<file path="src/rtl/nabp_line_loader_pkg.sv">
// nabp_line_loader_pkg: shared sizes, bank index type and write-FSM encoding for the line loader.
// Optional feature macro: NABP_LINE_LOADER_ZERO_PAD_EN adds the PAD state.
package nabp_line_loader_pkg;
   localparam int kFilteredDataLength = 16;
   localparam int kProjectionLineSize = 256;
   localparam int kSLength            = 8;
   localparam int kBankW              = 1;
   typedef logic [kBankW-1:0] bank_t;
`ifdef NABP_LINE_LOADER_ZERO_PAD_EN
   typedef enum logic [1:0] {ST_FILL, ST_WAIT, ST_PAD} state_t;
`else
   typedef enum logic [1:0] {ST_FILL, ST_WAIT} state_t;
`endif
endpackage

</file>
<file path="src/rtl/nabp_line_loader_if.sv">
// nabp_line_loader_if: sample stream, RAM write port and line status bundle.
// slave  (loader): in_valid/in_data/in_last/line_release in; in_ready, wr_*, line_valid/line_bank out.
// master (environment): the mirror image.
interface nabp_line_loader_if
   import nabp_line_loader_pkg::*;
#(
   parameter int pDataLength = kFilteredDataLength,
   parameter int pAddrLength = kSLength
);
   logic                   in_valid, in_last, in_ready;
   logic [pDataLength-1:0] in_data;
   logic                   wr_we_0, wr_we_1;
   logic [pAddrLength-1:0] wr_addr;
   logic [pDataLength-1:0] wr_data;
   logic                   line_valid, line_release;
   bank_t                  line_bank;
   modport slave (
      input  in_valid, in_data, in_last, line_release,
      output in_ready, wr_we_0, wr_we_1, wr_addr, wr_data, line_valid, line_bank
   );
   modport master (
      output in_valid, in_data, in_last, line_release,
      input  in_ready, wr_we_0, wr_we_1, wr_addr, wr_data, line_valid, line_bank
   );
endinterface

</file>
<file path="src/rtl/nabp_bank_tracker.sv">
// nabp_bank_tracker: per-bank empty/pending/full flags and the read-bank pointer.
// Ports: clk, reset_n; i_mark/i_mark_bank (line written), i_release (reader done);
//        o_empty/o_empty_nxt (current/next emptiness), o_line_valid/o_line_bank (registered).
module nabp_bank_tracker
   import nabp_line_loader_pkg::*;
(
   input  logic       clk,
   input  logic       reset_n,
   input  logic       i_mark,
   input  bank_t      i_mark_bank,
   input  logic       i_release,
   output logic [1:0] o_empty,
   output logic [1:0] o_empty_nxt,
   output logic       o_line_valid,
   output bank_t      o_line_bank
);
   logic [1:0] r_pend, r_full, w_pend_nxt, w_full_nxt;
   logic       r_line_valid, w_rel;
   bank_t      r_rb, w_rb_nxt;
   // Pending delays "full" by one edge so the reader never sees a line before its last RAM write lands.
   always_comb begin
      w_rel = i_release & r_line_valid;
      w_pend_nxt = '0;
      w_pend_nxt[i_mark_bank] = i_mark;
      w_full_nxt = r_full | r_pend;
      if (w_rel) w_full_nxt[r_rb] = 1'b0;
      w_rb_nxt = r_rb ^ bank_t'(w_rel);
   end
   assign o_empty      = ~(r_pend | r_full);
   assign o_empty_nxt  = ~(w_pend_nxt | w_full_nxt);
   assign o_line_valid = r_line_valid;
   assign o_line_bank  = r_rb;
   always_ff @(posedge clk or negedge reset_n)
      if (!reset_n) begin
         r_pend       <= '0;
         r_full       <= '0;
         r_rb         <= '0;
         r_line_valid <= 1'b0;
      end else begin
         r_pend       <= w_pend_nxt;
         r_full       <= w_full_nxt;
         r_rb         <= w_rb_nxt;
         r_line_valid <= w_full_nxt[w_rb_nxt];
      end
endmodule

</file>
<file path="src/rtl/nabp_line_loader.sv">
// nabp_line_loader: writes a sample stream into two ping-pong RAM banks and hands full lines to the reader.
// Ports: clk, reset_n (async, active-low); bus (nabp_line_loader_if.slave) carries stream, write port, line status.
// Optional feature macro: NABP_LINE_LOADER_ZERO_PAD_EN zero-pads a line cut short by in_last.
module nabp_line_loader
   import nabp_line_loader_pkg::*;
#(
   parameter int pDataLength = kFilteredDataLength,
   parameter int pLineSize   = kProjectionLineSize,
   parameter int pAddrLength = kSLength
)(
   input logic               clk,
   input logic               reset_n,
   nabp_line_loader_if.slave bus
);
   localparam logic [pAddrLength-1:0] LAST = pAddrLength'(pLineSize - 1);
   state_t                 r_state;
   logic [pAddrLength-1:0] r_cnt, r_addr;
   logic [pDataLength-1:0] r_data;
   logic                   r_we_0, r_we_1;
   bank_t                  r_fb;
   logic                   w_xfer, w_wr, w_done, w_pad;
   logic [1:0]             w_empty, w_empty_nxt;
`ifdef NABP_LINE_LOADER_ZERO_PAD_EN
   assign w_pad = r_state == ST_PAD;
`else
   logic w_unused_last;
   assign w_unused_last = bus.in_last;
   assign w_pad = 1'b0;
`endif
   assign w_xfer       = bus.in_valid & bus.in_ready;
   assign w_wr         = w_xfer | w_pad;
   assign w_done       = w_wr & (r_cnt == LAST);
   assign bus.in_ready = reset_n & (r_state == ST_FILL) & w_empty[r_fb];
   assign bus.wr_we_0  = r_we_0;
   assign bus.wr_we_1  = r_we_1;
   assign bus.wr_addr  = r_addr;
   assign bus.wr_data  = r_data;
   nabp_bank_tracker u_trk (
      .clk(clk), .reset_n(reset_n),
      .i_mark(w_done), .i_mark_bank(r_fb), .i_release(bus.line_release),
      .o_empty(w_empty), .o_empty_nxt(w_empty_nxt),
      .o_line_valid(bus.line_valid), .o_line_bank(bus.line_bank)
   );
   always_ff @(posedge clk or negedge reset_n)
      if (!reset_n) begin
         r_state <= ST_FILL;
         r_cnt   <= '0;
         r_fb    <= '0;
         r_we_0  <= 1'b0;
         r_we_1  <= 1'b0;
         r_addr  <= '0;
         r_data  <= '0;
      end else begin
         r_we_0 <= w_wr & (r_fb == 1'b0);
         r_we_1 <= w_wr & (r_fb == 1'b1);
         if (w_wr) begin
            r_addr <= r_cnt;
            r_data <= w_pad ? '0 : bus.in_data;
            r_cnt  <= w_done ? '0 : r_cnt + 1'b1;
            r_fb   <= r_fb ^ bank_t'(w_done);
         end
         // Next-cycle emptiness lets a same-edge release of the other bank keep the loader in FILL.
         if (w_done)
            r_state <= w_empty_nxt[~r_fb] ? ST_FILL : ST_WAIT;
`ifdef NABP_LINE_LOADER_ZERO_PAD_EN
         else if (w_xfer & bus.in_last)
            r_state <= ST_PAD;
`endif
         else if (r_state == ST_WAIT && w_empty_nxt[r_fb])
            r_state <= ST_FILL;
      end
endmodule

</file>
<file path="src/flat_wrapper.sv">
// flat-port wrapper written by rule: the top's interface ports become plain ports
module nabp_line_loader_flat import nabp_line_loader_pkg::*;
#(
   parameter int pDataLength = kFilteredDataLength,
   parameter int pLineSize   = kProjectionLineSize,
   parameter int pAddrLength = kSLength
)
  (clk, reset_n, bus_in_valid, bus_in_data, bus_in_last, bus_line_release, bus_in_ready, bus_wr_we_0, bus_wr_we_1, bus_wr_addr, bus_wr_data, bus_line_valid, bus_line_bank);
  nabp_line_loader_if #(.pDataLength(pDataLength), .pAddrLength(pAddrLength)) bus_i ();
  input logic clk;
  input logic reset_n;
  input wire logic [$bits(bus_i.in_valid)-1:0] bus_in_valid;
  input wire logic [$bits(bus_i.in_data)-1:0] bus_in_data;
  input wire logic [$bits(bus_i.in_last)-1:0] bus_in_last;
  input wire logic [$bits(bus_i.line_release)-1:0] bus_line_release;
  output wire logic [$bits(bus_i.in_ready)-1:0] bus_in_ready;
  output wire logic [$bits(bus_i.wr_we_0)-1:0] bus_wr_we_0;
  output wire logic [$bits(bus_i.wr_we_1)-1:0] bus_wr_we_1;
  output wire logic [$bits(bus_i.wr_addr)-1:0] bus_wr_addr;
  output wire logic [$bits(bus_i.wr_data)-1:0] bus_wr_data;
  output wire logic [$bits(bus_i.line_valid)-1:0] bus_line_valid;
  output wire logic [$bits(bus_i.line_bank)-1:0] bus_line_bank;
  assign bus_i.in_valid = bus_in_valid;
  assign bus_i.in_data = bus_in_data;
  assign bus_i.in_last = bus_in_last;
  assign bus_i.line_release = bus_line_release;
  assign bus_in_ready = bus_i.in_ready;
  assign bus_wr_we_0 = bus_i.wr_we_0;
  assign bus_wr_we_1 = bus_i.wr_we_1;
  assign bus_wr_addr = bus_i.wr_addr;
  assign bus_wr_data = bus_i.wr_data;
  assign bus_line_valid = bus_i.line_valid;
  assign bus_line_bank = bus_i.line_bank;
  nabp_line_loader #(.pDataLength(pDataLength), .pLineSize(pLineSize), .pAddrLength(pAddrLength)) u_core (.clk(clk), .reset_n(reset_n), .bus(bus_i));
endmodule
</file>
<file path="config.mk">
export PLATFORM = sky130hd
export DESIGN_NAME = nabp_line_loader_flat
export DESIGN_NICKNAME = d
export VERILOG_FILES = /design/src/rtl/nabp_line_loader_pkg.sv /design/src/rtl/nabp_line_loader_if.sv /design/src/rtl/nabp_bank_tracker.sv /design/src/rtl/nabp_line_loader.sv /design/src/flat_wrapper.sv
export SDC_FILE = /design/constraint.sdc
export NUM_CORES = 1
export LEC_CHECK = 0
export ABC_AREA = 1
export ABC_CLOCK_PERIOD_IN_PS = 3200
export CAP_MARGIN = 40
export CORE_UTILIZATION = 51
export CTS_BUF_LIST = sky130_fd_sc_hd__clkbuf_16
export CTS_CLUSTER_SIZE = 30
export DETAILED_ROUTE_END_ITERATION = 10
export PLACE_DENSITY = 0.83
export SKIP_LAST_GASP = 1
export SYNTH_ARGS = -nofsm -noshare
export SYNTH_HDL_FRONTEND = slang
export SYNTH_SLANG_ARGS = --single-unit
</file>
<file path="constraint.sdc">
create_clock -name clk -period 3.2 [get_ports clk]
set_clock_uncertainty 0.05 [all_clocks]
set_input_delay 0.48 -clock clk [delete_from_list [all_inputs] [get_ports clk]]
set_output_delay 0.48 -clock clk [all_outputs]
set_load 0.1 [all_outputs]
</file>
==> impl_metrics.py <==
metrics = {
    "sta": {
        "finalSetupViolCount": 0,
        "drv_slew": 0,
        "min_period_ns": 1.91,
        "holdWs_ns": 0.231,
        "rsz0062_at_grt": "no",
        "setup_tns_ns": 0,
        "max_slew_margin_pct": 65.6,
        "max_freq_mhz": 523,
        "fin_crit_sh_pct": 59.8,
        "hold_viol_final": 0,
        "tightest_slew_ns": 0.516,
    },
    "global_routing": {
        "grt_pass1_wl_um": 6690,
        "grt_max_degree": 43,
        "use_met1_pct": 26.9,
        "grt_pass1_vias": 1531,
        "grt.busiest_layer": "met2",
        "antenna_found_initial": 0,
        "met3_usage_pct": 5.84,
        "met2_usage_pct": 37.4,
        "grt.overflow.total": 0,
        "track_usage_pct": 22.0,
    },
    "finish": {
        "layout_commonest_cell": "nand2_1",
        "num_antenna_cells": 0,
        "nets": 301,
        "syn_to_final_growth_pct": 35.9,
        "post-route-cell-area_um2": 2540,
        "final_core_util_pct": 74.4,
        "fin_cells": 323,
        "final_cell_mix": "nand2_1 (96), dfrtp_1 (42), inv_1 (26), buf_4 (26), clkdlybuf4s50_1 (22)",
        "drive_above_1_share_pct": 16.6,
    },
    "clock_tree": {
        "cts_sinks": 42,
        "cts_htree_levels": 2,
        "hold_buffers": 0,
        "tritoncts": "done",
        "root_buffer": "clkbuf_16",
        "clk_path_buf_depth": 2,
        "clk_latency_ns": 0.28,
        "cts.clk_slew.worst_paths_ns": 0.06,
        "cts_setup_buffers": 0,
        "cts_made_buffers": 5,
        "cts_resized": 0,
    },
    "setup_path": {
        "startpoint_type": "flip-flop",
        "cp_max_fo": 4,
        "crit_arrival_ns": 2.08,
        "worst_setup_path_end_kind": "flip-flop",
        "r2r-start": "u_core.r_cnt[0]$_DFFE_PN0N_",
        "crit_type": "flip-flop to flip-flop",
        "critPathLaunch": "u_core.r_cnt[0]$_DFFE_PN0N_",
        "required_ns": 3.36,
    },
    "yosys": {
        "synth_area_leader_cell": "dfrtp_1",
        "yosys-top-cells-area": "dfrtp_1 (56%), nand2_1 (19%), inv_1 (5.2%)",
        "syn_avg_cell_area_um2": 8.42,
        "syn-num-nets": 246,
        "ys_ff_latch": 42,
        "synth-seq-area-share_pct": 56.2,
        "synth.yosys.warnings": 0,
        "synth_cell_types": 21,
        "synth_area_um2": 1870,
        "synth_cells": 222,
        "synthDominantCellAreaShare_pct": 56.2,
    },
    "place": {
        "place_congestion": 0.771,
        "place_area_um2": 2380,
        "port_buffers": 48,
        "dp_hpwl_um": 2560,
        "dp.cells": 316,
    },
    "min_path": {
        "hold_path_class": "input pin to async pin",
    },
    "floorplan": {
        "die_area_um2": 3910,
        "die_x_um": 62.5,
        "io_pins": 50,
        "start_util_pct": 54.7,
        "rows": 21,
        "core_area_um2": 3420,
        "die_h_um": 62.5,
    },
    "power_and_ir_drop": {
        "pwr_density_cell_nw_per_um2": 735,
        "peakVddDrop_mv": 0.429,
        "p_leak_nw": 1.37,
    },
    "drt": {
        "avgRoutedWirePerCell_um": 11.6,
        "via_per_inst": 4.87,
        "drc": 0,
        "drt_iter0_drc": 83,
        "num_vias": 1574,
        "ant_nets": 0,
        "wl_um": 3760,
        "firstDrtPassIters": 4,
    },
    "flow_run": {
        "max-cap-violations": 0,
    },
    "status": {
        "status": "complete, no violations",
    },
}
==> per-stage QoR <==
step | setup WS, ns | power, W
after floorplan | 1.32 | 0.00116
after global placement | 1.13 | 0.00131
after detailed placement | 1.08 | 0.00133
after CTS | 1.26 | 0.00188
after global routing | 1.06 | 0.00195
final | 1.29 | 0.00187
==> sequential cells by signal, indices dropped and copies added, names as in the netlist, 2 cells and up <==
name                 flops
u_core.u_trk.r_full      2
u_core.u_trk.r_pend      2
u_core.r_cnt             8
u_core.bus.wr_addr       8
u_core.bus.wr_data      16
==> critical path, stage by stage, from the launching register on <==
cell,delay [ns]
dfrtp_1,0.39
ha_1,0.26
inv_1,0.10
nor2_4,0.15
nand4_1,0.12
nor3_2,0.22
ha_1,0.22
inv_1,0.06
nand3_1,0.08
nand2_1,0.05
inv_1,0.05
nand2_1,0.05
nand2_1,0.05
==> Yosys cell counts, drive strengths merged <==
cell type  number
buf             6
nand2          98
nand4           3
xnor2           1
ha              3
dfrtp          42
nand3          16
o21ai          15
inv            28
nor3            1
nand3b          1
nor2            8
==> logic make-up (layout without fill, tap and decap cells) <==
| family | Yosys count | in the layout | synth area share, % |
|---|---|---|---|
| and+or+nand+nor | 127 | 127 | 29.1 |
| DFF | 42 | 42 | 56.2 |
| buffers and inverters | 34 | 89 | 8.17 |
| AOI/OAI and AO/OA | 15 | 15 | 4.02 |
| adders and majority gates | 3 | 3 | 2.01 |
| xor gates and xnor gates | 1 | 1 | 0.469 |
==> power by group <==
group	internal (W)	leakage (nW)	switching, W	total, W
sequential	0.000607	0.546	0.0000623	0.000670
clock	0.000360	0.0773	0.000183	0.000543
combinational	0.000155	0.750	0.000501	0.000656
==> cell type report <==
| type | count | area, um2 |
|---|---|---|
| flip-flops and latches | 42 | 1050 |
| fillers | 260 | 875 |
| multi-input cells | 146 | 666 |
| repair buffers | 54 | 500 |
| clock buffers | 5 | 125 |
| inverters | 28 | 108 |
| well taps | 46 | 57.6 |
| clock inverters | 2 | 33.8 |
==> worst paths after layout <==
check | endpoint | cells after the start | slack (ns)
max in group asynchronous | u_core.bus.wr_we_1$_DFF_PN0_ | 2 | 2.51
setup / recovery | u_core.r_state[0]$_DFFE_PN0P_ | 12 | 1.29
setup reg to reg | u_core.r_state[0]$_DFFE_PN0P_ | 12 | 1.29
min in group clk | u_core.bus.wr_data[13]$_DFFE_PN0N_ | 2 | 0.43
hold / removal | u_core.u_trk.o_line_valid$_DFF_PN0_ | 2 | 0.23
hold reg to reg | u_core.bus.wr_data[13]$_DFFE_PN0N_ | 2 | 0.43
==> routing by layer <==
layer	wire length, um	vias up
li1	-	788
met3	138	6
met1	1740	744
met4	42	0
met5	0	-
met2	1830	36
(Power assumes the default switching activity.)
==> RTL change 1, RTL diff (config.mk and constraints unchanged) <==
Change the package constant `kFilteredDataLength` from 16 to 17.
--- a/src/rtl/nabp_line_loader_pkg.sv
+++ b/src/rtl/nabp_line_loader_pkg.sv
@@ -1,7 +1,7 @@
 // nabp_line_loader_pkg: shared sizes, bank index type and write-FSM encoding for the line loader.
 // Optional feature macro: NABP_LINE_LOADER_ZERO_PAD_EN adds the PAD state.
 package nabp_line_loader_pkg;
-   localparam int kFilteredDataLength = 16;
+   localparam int kFilteredDataLength = 17;
    localparam int kProjectionLineSize = 256;
    localparam int kSLength            = 8;
    localparam int kBankW              = 1;
Interface: changed (resized bus_in_data and bus_wr_data); port bits go from 50 to 52. The function was not compared with the original's and may differ.
==> RTL change 1 against the original RTL <==
Setup slack worse by 0.21 ns; critical path depth is the same; wire length decreased by 0.67%; power is 1.4% higher; clock power is 3% higher; design area up 2.1%; global-route usage decreased by 1.4 points; synthesized area grew 3.4%; largest cell class unchanged; critical endpoint unchanged; sequential cell count rose by 1.
==> RTL change 1: results (changes against the original RTL) <==
\begin{tabular}{lr}
\hline
Metric & Value \\
\hline
\multicolumn{2}{l}{\textbf{Outcome}} \\
Outcome & finished clean \\
\multicolumn{2}{l}{\textbf{Cells and area}} \\
Number of flip-flops under the largest register name & 17 (+1) \\
Finished Layout Cells & 333 (+3.1\%) \\
Share of post-route cells with drive strength above 1 & 16.1\% (-0.47 points) \\
\multicolumn{2}{l}{\textbf{Synthesis}} \\
Commonest cells in the netlist & nand2\_1, dfrtp\_1, inv\_1 \\
Sequential cell area fraction in the yosys report & 55.7\% (-0.56 points) \\
Top area cells in the synthesized netlist & dfrtp\_1, nand2\_1, inv\_1 \\
Number of register bits inferred by synthesis & 43 (+2.4\%) \\
Net count after synthesis & 255 (+3.7\%) \\
Mean post-synth cell area & 8.40 um\^{}2 (-0.18\%) \\
\multicolumn{2}{l}{\textbf{GRT}} \\
Combined global-route utilization of all metal layers & 20.6\% (-1.4 points) \\
First-pass GRT wire length & 6.42 mm (-4.1\%) \\
Via count of the first global-routing pass & 1492 (-2.5\%) \\
Largest net degree at the start of global routing & 46 (+7.0\%) \\
\multicolumn{2}{l}{\textbf{Worst setup path}} \\
Largest fanout on the critical path & 27 (+23) \\
Data arrival time of the critical path & 2.29 ns (+0.21 ns) \\
Worst reg2reg setup slack & 1.17 ns (-0.12 ns) \\
R2R Path Start & u\_core.u\_trk.r\_full[1]\$\_DFF\_PN0\_ \\
Maximum single-stage delay on the critical path & 0.53 ns (+0.14 ns) \\
\multicolumn{2}{l}{\textbf{Placement}} \\
Detailed-placement wirelength estimate & 2.44 mm (-4.4\%) \\
Placer's final routability congestion estimate & 0.745 (-3.5\%) \\
Port buffer count & 50 (+4.2\%) \\
\multicolumn{2}{l}{\textbf{Routing}} \\
Avg WL per Cell & 11.2 um (-3.6\%) \\
Total vias in the final route & 1588 (+0.89\%) \\
Number of iterations in the first detailed-routing pass & 5 (+1) \\
\multicolumn{2}{l}{\textbf{Timing}} \\
Final-layout worst hold slack & 0.244 ns (+0.0133 ns) \\
Rel. slew slack & 57.6\% (-8.0 points) \\
\multicolumn{2}{l}{\textbf{Power and ir drop}} \\
Leakage power total & 1.38 nW (+0.58\%) \\
\hline
\end{tabular}
## RTL change 1: worst register-to-register path: stages, from the launching register on
cell,delay (ns)
dfrtp_1,0.39
o21ai_2,0.25
nand3_4,0.14
nor2_8,0.31
nand2_1,0.10
nor2_1,0.17
ha_1,0.19
inv_1,0.06
nand3_1,0.09
nand2_1,0.07
inv_1,0.06
nand2_1,0.05
nand2_1,0.06
## RTL change 1: power by group
group          leakage [nW]  switching, mW  internal [mW]
logic                 0.745          0.508          0.150
registers             0.555         0.0602          0.621
clock network        0.0812          0.193          0.363
total                  1.38          0.761           1.13
## RTL change 1: area by class of cell
class	count	area [um^2]
Tap cell	48	60.1
Timing Repair Buffer	53	475
Inverter	28	105
Clock inverter	3	38.8
Clock buffer	5	125
Multi-Input combinational cell	153	713
Sequential cell	43	1080
Fill cell	289	1070
## RTL change 1: per-stage QoR
stage	worst slack, ns	util [%]	instance area (um^2)
6_report	1.08	70.8	2590
5_1_grt	0.932	70.8	2590
4_1_cts	1.06	70.8	2590
3_5_place_dp	0.826	66.4	2430
3_3_place_gp	0.882	65.6	2400
2_1_floorplan	1.24	-	1930
## RTL change 1: logic make-up (layout without fill, tap and decap cells)
logic type	count (synthesis)	count (layout)	share of synthesized area (%)
AO/OA/AOI/OAI	16	16	4.34
XOR/XNOR	1	1	0.453
flip-flops	43	43	55.7
adder cells (fa/ha/maj)	3	3	1.94
buffers and inverters	34	89	7.44
AND/OR/NAND/NOR	133	133	30.2
## RTL change 1: layer usage
layer	vias to the layer above	GRT usage [%]	routed length, um
met5	-	0	0
li1	816	-	-
met3	4	5.07	143
met1	730	25.2	1680
met2	38	35.6	1880
met4	0	5.97	31
## RTL change 1: worst max path at each step
stage,start,end
after CTS,bus_in_valid,u_core.r_state[0]$_DFFE_PN0P_
after floorplan,reset_n,bus_in_ready
after global placement,bus_in_valid,u_core.r_state[0]$_DFFE_PN0P_
final,bus_in_valid,u_core.r_state[0]$_DFFE_PN0P_
after global routing,bus_in_valid,u_core.r_state[0]$_DFFE_PN0P_
after detailed placement,bus_in_valid,u_core.r_state[0]$_DFFE_PN0P_
==> RTL change 2, RTL diff (same flow settings) <==
Without the edit above. Make the reset (`reset_n`) synchronous in 2 clocked blocks. Comments in the files are not updated.
--- a/src/rtl/nabp_bank_tracker.sv
+++ b/src/rtl/nabp_bank_tracker.sv
@@ -30,7 +30,7 @@
    assign o_empty_nxt  = ~(w_pend_nxt | w_full_nxt);
    assign o_line_valid = r_line_valid;
    assign o_line_bank  = r_rb;
-   always_ff @(posedge clk or negedge reset_n)
+   always_ff @(posedge clk)
       if (!reset_n) begin
          r_pend       <= '0;
          r_full       <= '0;
--- a/src/rtl/nabp_line_loader.sv
+++ b/src/rtl/nabp_line_loader.sv
@@ -41,7 +41,7 @@
       .o_empty(w_empty), .o_empty_nxt(w_empty_nxt),
       .o_line_valid(bus.line_valid), .o_line_bank(bus.line_bank)
    );
-   always_ff @(posedge clk or negedge reset_n)
+   always_ff @(posedge clk)
       if (!reset_n) begin
          r_state <= ST_FILL;
          r_cnt   <= '0;
Behaviour: differs if reset_n is asserted again (counterexample within 4 cycles, from zero or initial values and one cycle with reset_n low); with reset_n held inactive, the same outputs for 10 cycles.
==> RTL change 2 against the original RTL <==
Critical path depth up 2; synthesized area down 9.6%; sequential cell count unchanged; setup slack worse by 0.39 ns; non-clock buffer count up 8; register-to-register slack worse by 0.09 ns; fmax down 17%; design area down 2.7%; wire length up 3.8%; highest routed layer unchanged.
Power is not compared: it rests on default switching activity, and its combinational part moved more than twofold at a synthesized area within 25%.
==> RTL change 2: results (changes against the original RTL) <==
\begin{tabular}{lr}
\hline
Metric & Value \\
\hline
\multicolumn{2}{l}{\textbf{Worst setup path}} \\
Slowest cell on crit path & clkdlybuf4s50\_1 \\
Largest delay contributor family on the critical path & buffers and inverters \\
R2R Path Start & u\_core.r\_cnt[1]\$\_SDFFE\_PN0N\_ \\
Largest fanout on the critical path & 23 (+19) \\
Maximum single-stage delay on the critical path & 0.63 ns (+0.24 ns) \\
Critical path startpoint & reset\_n \\
Length in cells of the worst reg-to-reg path & 14 (+2) \\
\multicolumn{2}{l}{\textbf{Synthesis}} \\
Top area cells in the synthesized netlist & dfxtp\_1, nand2\_1, a21oi\_1 \\
Commonest cells in the netlist & nand2\_1, dfxtp\_1, a21oi\_1 \\
Post-synthesis cell count & 229 (+3.2\%) \\
\multicolumn{2}{l}{\textbf{Worst hold path}} \\
Worst min-delay path class & reg2reg \\
\multicolumn{2}{l}{\textbf{Placement}} \\
Detailed-placement wirelength estimate & 2.65 mm (+3.7\%) \\
Number of placed instances with taps included & 326 (+3.2\%) \\
\multicolumn{2}{l}{\textbf{Cells and area}} \\
Layout net count & 313 (+4.0\%) \\
\multicolumn{2}{l}{\textbf{GRT}} \\
Combined global-route utilization of all metal layers & 24.4\% (+2.4 points) \\
Met2 Resource Use GR & 42.7\% (+5.3 points) \\
First-pass GRT wire length & 6.32 mm (-5.6\%) \\
Largest net degree at the start of global routing & 35 (-19\%) \\
\multicolumn{2}{l}{\textbf{Timing}} \\
Max frequency & 434 MHz (-17\%) \\
Pin slew with the least headroom to its limit & 0.465 ns (-0.0516 ns) \\
\multicolumn{2}{l}{\textbf{Routing}} \\
Starting DRC count in detailed routing & 43 (-48\%) \\
Via density per instance & 4.86 (-0.29\%) \\
Length of routed wiring on met1 & 1.66 mm (-4.6\%) \\
Met2 routed wirelength & 2.01 mm (+9.7\%) \\
Metal3 WL & 193 um (+40\%) \\
\multicolumn{2}{l}{\textbf{Outcome}} \\
Outcome & finished clean \\
\hline
\end{tabular}
## RTL change 2: cell type report
type	count	area, um^2
Tap cell	44	55.1
Timing Repair Buffer	62	646
Fill cell	215	629
Clock buffer	5	125
Clock inverter	2	7.51
Inverter	21	80.1
Multi-Input combinational cell	157	719
Sequential cell	42	841
## RTL change 2: worst min path at each step
| stage | from | to | slack (ns) | cells past startpoint |
|---|---|---|---|---|
| floorplan | u_core.u_trk.r_full[0]$_SDFF_PN0_ | u_core.u_trk.o_line_valid$_SDFF_PN0_ | 0.41 | 2 |
| global route | u_core.bus.wr_data[7]$_SDFFE_PN0N_ | u_core.bus.wr_data[7]$_SDFFE_PN0N_ | 0.42 | 2 |
| CTS | u_core.bus.wr_data[7]$_SDFFE_PN0N_ | u_core.bus.wr_data[7]$_SDFFE_PN0N_ | 0.41 | 2 |
| global placement | u_core.bus.wr_data[7]$_SDFFE_PN0N_ | u_core.bus.wr_data[7]$_SDFFE_PN0N_ | 0.40 | 2 |
| detailed placement | u_core.bus.wr_addr[0]$_SDFFE_PN0N_ | u_core.bus.wr_addr[0]$_SDFFE_PN0N_ | 0.41 | 2 |
| finish | u_core.bus.wr_data[7]$_SDFFE_PN0N_ | u_core.bus.wr_data[7]$_SDFFE_PN0N_ | 0.41 | 2 |
## RTL change 2: through the flow
step / instance area, um^2 / utilization [%]
detailed placement: 2340 / 75.4
global route: 2470 / 79.7
floorplan: 1690 / -
CTS: 2470 / 79.7
global placement: 2160 / 69.6
finish: 2470 / 79.7
## RTL change 2: cells by family after synthesis
family                   count (synthesis)  share of synthesized area [%]
adder cells (fa/ha/maj)                  3                           2.22
AND/OR/NAND/NOR                        117                           29.1
flip-flops                              42                           49.8
XOR/XNOR                                 1                          0.519
buffers and inverters                   30                           7.63
AO/OA/AOI/OAI                           36                           10.7
